[config.mk]
export PLATFORM = sky130hd
export DESIGN_NAME = sram_fifo_reader
export DESIGN_NICKNAME = d
export VERILOG_FILES = /design/src/rtl/sram_fifo_reader.sv
export SDC_FILE = /design/constraint.sdc
export NUM_CORES = 1
export LEC_CHECK = 0
export CAP_MARGIN = 40
export CORE_MARGIN = 8
export CORE_UTILIZATION = 40
export DETAILED_ROUTE_END_ITERATION = 7
export PLACE_DENSITY = 0.69
export SYNTH_ARGS = -nofsm -noshare
export SYNTH_HDL_FRONTEND = slang
export SYNTH_SLANG_ARGS = --single-unit
[constraint.sdc]
create_clock -name clk -period 5.6 [get_ports clk]
set_input_delay 1.12 -clock clk [delete_from_list [all_inputs] [get_ports clk]]
set_output_delay 1.12 -clock clk [all_outputs]
set_load 0.01 [all_outputs]
[src/rtl/sram_fifo_reader.sv]
// sram_fifo_reader
// ----------------
// Drain-side controller for the SRAM-backed event FIFO. It watches the FIFO
// occupancy, pops words in bursts through the show-ahead read port and
// forwards them to the readout path on a valid/ready stream. Each pop is
// followed by a one-cycle GAP because the SRAM head word needs two cycles
// to refresh. A 2-entry skid buffer decouples downstream backpressure from
// the pop sequencing.
//
// Ports:
//   clk, rst     clock and asynchronous active-high reset
//   fifo_empty   FIFO empty flag
//   fifo_numel   FIFO occupancy (CNT_W bits)
//   fifo_rdata   show-ahead head word, valid while fifo_empty=0
//   fifo_rd_en   one-cycle pop strobe to the FIFO
//   flush_i      level: drain whatever is present, ignoring THRESH
//   m_valid, m_ready, m_data, m_last   output stream; m_last ends a burst
//   busy_o       FSM active or output buffer non-empty
//   underrun_o   sticky: FIFO ran dry in the middle of a burst
//
// Optional feature: define SRAM_FIFO_READER_TIMEOUT_EN to build an idle
// timer that forces a partial burst after TIMEOUT cycles of sub-threshold
// occupancy. Without it, partial bursts only drain through flush_i.

module sram_fifo_reader #(
  parameter int DATA_W    = 32,
  parameter int CNT_W     = 13,
  parameter int THRESH    = 16,
  parameter int MAX_BURST = 64,
  parameter int TIMEOUT   = 1024
) (
  input  logic              clk,
  input  logic              rst,
  input  logic              fifo_empty,
  input  logic [CNT_W-1:0]  fifo_numel,
  input  logic [DATA_W-1:0] fifo_rdata,
  output logic              fifo_rd_en,
  input  logic              flush_i,
  output logic              m_valid,
  input  logic              m_ready,
  output logic [DATA_W-1:0] m_data,
  output logic              m_last,
  output logic              busy_o,
  output logic              underrun_o
);

  typedef enum logic [1:0] {
    IDLE = 2'd0,
    POP  = 2'd1,
    GAP  = 2'd2
  } state_t;

  localparam logic [CNT_W-1:0] THRESH_C    = CNT_W'(THRESH);
  localparam logic [CNT_W-1:0] MAX_BURST_C = CNT_W'(MAX_BURST);
  localparam logic [CNT_W-1:0] ZERO_C      = '0;
  localparam logic [CNT_W-1:0] ONE_C       = CNT_W'(1);

  state_t             state_reg, state_next;
  logic [CNT_W-1:0]   remaining_reg, remaining_next;
  logic               underrun_reg, underrun_next;

  // Output buffer bookkeeping
  logic [1:0]         count_reg;
  logic               wr_ptr_reg, rd_ptr_reg;
  logic               push, push_last, pop, mark_last;
  logic               mark_ptr;
  logic [DATA_W-1:0]  entry_data [2];
  logic               entry_last [2];

  logic               start;
  logic               timeout_hit;
  logic [CNT_W-1:0]   burst_len;

  // ---------------------------------------------------------------------
  // Idle timeout (optional)
  // ---------------------------------------------------------------------
`ifdef SRAM_FIFO_READER_TIMEOUT_EN
  localparam int TO_W = $clog2(TIMEOUT + 1);
  localparam logic [TO_W-1:0] TIMEOUT_C = TO_W'(TIMEOUT);
  logic [TO_W-1:0] timeout_reg;

  // Counts only while sitting in IDLE on a non-empty, sub-threshold FIFO;
  // saturates so a long wait cannot wrap and miss the trigger.
  always_ff @(posedge clk or posedge rst) begin
    if (rst) begin
      timeout_reg <= '0;
    end else if (state_reg != IDLE || state_next != IDLE || fifo_empty) begin
      timeout_reg <= '0;
    end else if (fifo_numel < THRESH_C && timeout_reg < TIMEOUT_C) begin
      timeout_reg <= timeout_reg + TO_W'(1);
    end
  end

  assign timeout_hit = (timeout_reg >= TIMEOUT_C);
`else
  assign timeout_hit = 1'b0;
`endif

  assign start     = (fifo_numel >= THRESH_C) || (flush_i && !fifo_empty) || timeout_hit;
  assign burst_len = (fifo_numel < MAX_BURST_C) ? fifo_numel : MAX_BURST_C;

  // ---------------------------------------------------------------------
  // FSM
  // ---------------------------------------------------------------------
  always_ff @(posedge clk or posedge rst) begin
    if (rst) begin
      state_reg     <= IDLE;
      remaining_reg <= '0;
      underrun_reg  <= 1'b0;
    end else begin
      state_reg     <= state_next;
      remaining_reg <= remaining_next;
      underrun_reg  <= underrun_next;
    end
  end

  always_comb begin
    state_next     = state_reg;
    remaining_next = remaining_reg;
    underrun_next  = underrun_reg;
    push           = 1'b0;
    push_last      = 1'b0;
    mark_last      = 1'b0;
    fifo_rd_en     = 1'b0;
    case (state_reg)
      IDLE: begin
        if (start) begin
          state_next     = POP;
          remaining_next = burst_len;
        end
      end
      POP: begin
        if (remaining_reg == ZERO_C) begin
          // Only reachable if occupancy read as zero at burst start.
          state_next = IDLE;
        end else if (fifo_empty) begin
          // FIFO ran dry: close the burst on the newest buffered word.
          underrun_next  = 1'b1;
          mark_last      = (count_reg != 2'd0);
          remaining_next = ZERO_C;
          state_next     = IDLE;
        end else if (count_reg != 2'd2) begin
          push           = 1'b1;
          push_last      = (remaining_reg == ONE_C);
          fifo_rd_en     = 1'b1;
          remaining_next = remaining_reg - ONE_C;
          state_next     = GAP;
        end
      end
      GAP: begin
        state_next = (remaining_reg == ZERO_C) ? IDLE : POP;
      end
      default: begin
        state_next = IDLE;
      end
    endcase
  end

  // ---------------------------------------------------------------------
  // 2-entry output buffer
  // ---------------------------------------------------------------------
  assign pop      = (count_reg != 2'd0) && m_ready;
  assign mark_ptr = ~wr_ptr_reg;  // slot written most recently

  generate
    for (genvar gi = 0; gi < 2; gi++) begin : g_entry
      logic [DATA_W-1:0] data_reg;
      logic              last_reg;

      always_ff @(posedge clk or posedge rst) begin
        if (rst) begin
          data_reg <= '0;
          last_reg <= 1'b0;
        end else if (push && wr_ptr_reg == 1'(gi)) begin
          data_reg <= fifo_rdata;
          last_reg <= push_last;
        end else if (mark_last && mark_ptr == 1'(gi)) begin
          last_reg <= 1'b1;
        end
      end

      assign entry_data[gi] = data_reg;
      assign entry_last[gi] = last_reg;
    end
  endgenerate

  always_ff @(posedge clk or posedge rst) begin
    if (rst) begin
      count_reg  <= 2'd0;
      wr_ptr_reg <= 1'b0;
      rd_ptr_reg <= 1'b0;
    end else begin
      if (push) begin
        wr_ptr_reg <= ~wr_ptr_reg;
      end
      if (pop) begin
        rd_ptr_reg <= ~rd_ptr_reg;
      end
      case ({push, pop})
        2'b10:   count_reg <= count_reg + 2'd1;
        2'b01:   count_reg <= count_reg - 2'd1;
        default: count_reg <= count_reg;
      endcase
    end
  end

  assign m_valid    = (count_reg != 2'd0);
  assign m_data     = entry_data[rd_ptr_reg];
  assign m_last     = entry_last[rd_ptr_reg];
  assign busy_o     = (state_reg != IDLE) || (count_reg != 2'd0);
  assign underrun_o = underrun_reg;

endmodule

==> impl_results.md <==
* ANT cells at 0
* Max-slew violations at 0
* Top-count cell post-synth: dfrtp_1
* Final-report hold violation count at 0
* CTS root buffer: clkbuf_8
* Sink Count at 86
* Compound-cell area share of the yosys netlist at 0.0633
* Longest Clk Path Bufs at 2
* Reg-to-reg slack, setup at 2.55 ns
* WP data arrival at 3.31 ns
* Post-synthesis sequential area ratio at 0.506
* Setup bufs post-CTS at 0
* Post-synth net total at 382
* Multiplexer share of the synthesized area at 0.284
* IO Count at 87
* Post-synth ARST share at 1.00
* Top cell type's share of synthesized area at 0.506
* Status: complete, no violations
* Mean post-synth cell area at 13.0 sq um
* Final Skew at 0.0125 ns
* Placer Congestion at 0.857
* Fin Setup TNS at 0 ns
* Post-CTS sizing at 0
* Htree depth at 3
* Yosys top cell by area: dfrtp_1
* Netlist cell types at 38
* Switching power share of the total at 0.346
* Remaining DRCs at 0
* TritonCTS Buffers at 9
* Nets@finish at 465
* P&R area growth vs syn at 26.9%
* Initial DRC count at 142
* Top post-synthesis cells by count: dfrtp_1 (86), mux2_2 (53), mux2_4 (30), o21ai_0 (20), nor2_1 (16)
* Final Critical Period at 4.43 ns
* WL final at 9380 um
* PD cells at 603 mW/mm^2
* Critical-path maximum fanout at 9
* Cell mode on critical path: clkdlybuf4s50_1
* CP cell instances: clkdlybuf4s50_1 > nor3b_1 > o21a_1 > nand2b_1 > inv_4 > clkdlybuf4s50_1
* Initial Util at 0.412
* Largest net degree at the start of global routing at 47
* Leak Pwr at 2.27 nW
* DR pass1 iterations at 4
* Critical path class: input pin to output pin
* Cell row count at 37
* CP endpoint kind: output pin
* Grt ovf at 0
* Max reg flops at 64
* Netlist Area Pre-Place at 0.00425 sq mm
* Vias in the first global route at 3,060
* Mapped Cells at 328
* Worst Hold End: underrun_o
* Worst hold start: underrun_o
* Post-synth top flop: dfrtp_1
* Clk network pwr share at 0.139
* Initial antenna violation count at 0
* Slowest CP cell: clkdlybuf4s50_1
* Via count at 2,832
* Post-synthesis adder-cell area fraction at 0.0118
* Die area at 0.0142 sq mm
* Measured slew at the worst slew-check pin at 0.892 ns
* Hold Buf Count CTS at 0
* Ys Warns at 0
* Worst-path clk slew at 0.09 ns
* Die Span X at 119 um
* FF-to-FF End: g_entry[1].data_reg[28]
* Total chip power at 3.25 mW
* Synth Area in Simple Gates at 0.0878
* Worst hold path type: flip-flop to flip-flop
* Sequential power share at 0.341
* Largest delay share family, worst path: buffers and inverters
* Hold_ws at 0.485 ns
* Seq cells post-synth at 86
* Fraction of layout cells with a size suffix above 1 at 0.269
* Cells on worst reg2reg path at 8
* Maxcap violations at 0
* Slew headroom at 0.401
* CP Buf/Inv Count at 3
* Global Route Usage Sum at 0.137
* Final period utilization at 0.792
* Max IR drop VDD at 0.000212 V
* Synth area leaders: dfrtp_1 (51%), mux2_2 (14%), mux2_4 (11%)
* Largest family of logic cells by synthesized area: multiplexers
* Worst path max stage delay at 0.56 ns
* Die Ht at 119 um
* I/O Buffers at 86
* Cells on Worst Hold Path at 1
* CORE AREA at 0.0103 sq mm
* R2r startpoint: remaining_reg[0]
* Pint at 2.13 mW
* Later-pin clock latency in the skew report at 0.36 ns
* Comb pwr share at 0.519
* Final setup fails at 0
* TritonCTS clock tree: done
* Crit start category: input pin
* First-pass GRT wire length at 15,700 um
* Sw Pwr at 1.13 mW
* DP Wirelength at 6400 um
* Fmax at 226 MHz
* Post-synthesis xor/xnor area fraction at 0.0103
* Routed vias/inst at 5.13
* RSZ-0062 raised after global routing: false
* Worst Path Required at 4.48 ns
* Routed len/inst at 17.0 um
* EDFF count, synth at 0
* Final ANT Viol Nets at 0
## through the flow
stage	instances	worst slack (ns)	utilization	cell area, sq um
after floorplan	328	2.26	-	4250
after global placement	536	1.19	0.502	5190
after detailed placement	536	1.15	0.502	5190
after CTS	552	1.16	0.522	5390
after global routing	552	1.01	0.522	5390
final	552	1.17	0.522	5390
## area by class of cell
class                      instances  area [sq um]
fill                             895          4930
clock buffer                      10           138
clock inverter                     6          68.8
multi-input combinational        215          1940
timing repair buffer              89           883
tap                              136           170
inverter                          10          41.3
sequential                        86          2150
## power by group through the flow
stage | Sequential (mW) | Clock [mW] | Combinational (mW)
floorplan | 1.06 | 0 | 1.16
global placement | 1.10 | 0 | 1.69
detailed placement | 1.12 | 0 | 1.70
CTS | 1.11 | 0.476 | 1.71
global route | 1.16 | 0.503 | 1.82
finish | 1.11 | 0.453 | 1.69
## metal layers
metal	global-route usage	vias to the layer above	wire (um)
met4	0.0451	0	123
met2	0.212	88	4220
li1	-	1344	-
met3	0.0487	11	593
met1	0.175	1389	4440
met5	0	-	0
## worst reg2reg max path: stages (launching register included)
cell	delay, ns
dfrtp_1	0.43
inv_1	0.11
ha_1	0.19
or3b_2	0.50
nor4_4	0.32
nand2b_1	0.47
inv_4	0.10
nand2_4	0.40
mux2_2	0.42
## logic make-up (layout without fill, tap and decap cells)
kind of cell / Yosys count / in the layout
mux: 97 / 97
flops: 86 / 86
simple gates: 64 / 64
compound gates: 45 / 45
buf+inv: 27 / 115
xor+xnor: 5 / 5
fa+ha+maj: 4 / 4
## worst max-delay path by stage
| stage | startpoint | end | slack (ns) | depth (start not counted) |
|---|---|---|---|---|
| floorplan | rst | count_reg[0] | 2.26 | 1 |
| global placement | fifo_empty | fifo_rd_en | 1.19 | 6 |
| detailed placement | fifo_empty | fifo_rd_en | 1.15 | 6 |
| CTS | fifo_empty | fifo_rd_en | 1.16 | 6 |
| global route | fifo_empty | fifo_rd_en | 1.01 | 6 |
| finish | fifo_empty | fifo_rd_en | 1.17 | 6 |
## layout by cell type (no fill, tap or decap), types with 3 or more instances in the layout
cell type | Yosys | final
o21ai_0 | 20 | 20
clkbuf_8 | 0 | 10
buf_4 | 0 | 3
dfrtp_1 | 86 | 86
mux2_4 | 30 | 30
mux2_1 | 14 | 14
nand2_1 | 11 | 11
nor2_1 | 16 | 16
xnor2_1 | 4 | 4
nand4_1 | 3 | 3
mux2_2 | 53 | 53
a31oi_1 | 4 | 4
nor3_1 | 6 | 6
nor4_1 | 4 | 4
clkdlybuf4s50_1 | 0 | 86
ha_1 | 4 | 4
o31ai_1 | 3 | 3
a32oi_1 | 5 | 5
inv_1 | 9 | 8
nor3b_1 | 5 | 5
nand2b_1 | 3 | 3
a21oi_1 | 9 | 9
(Power assumes the default switching activity.)
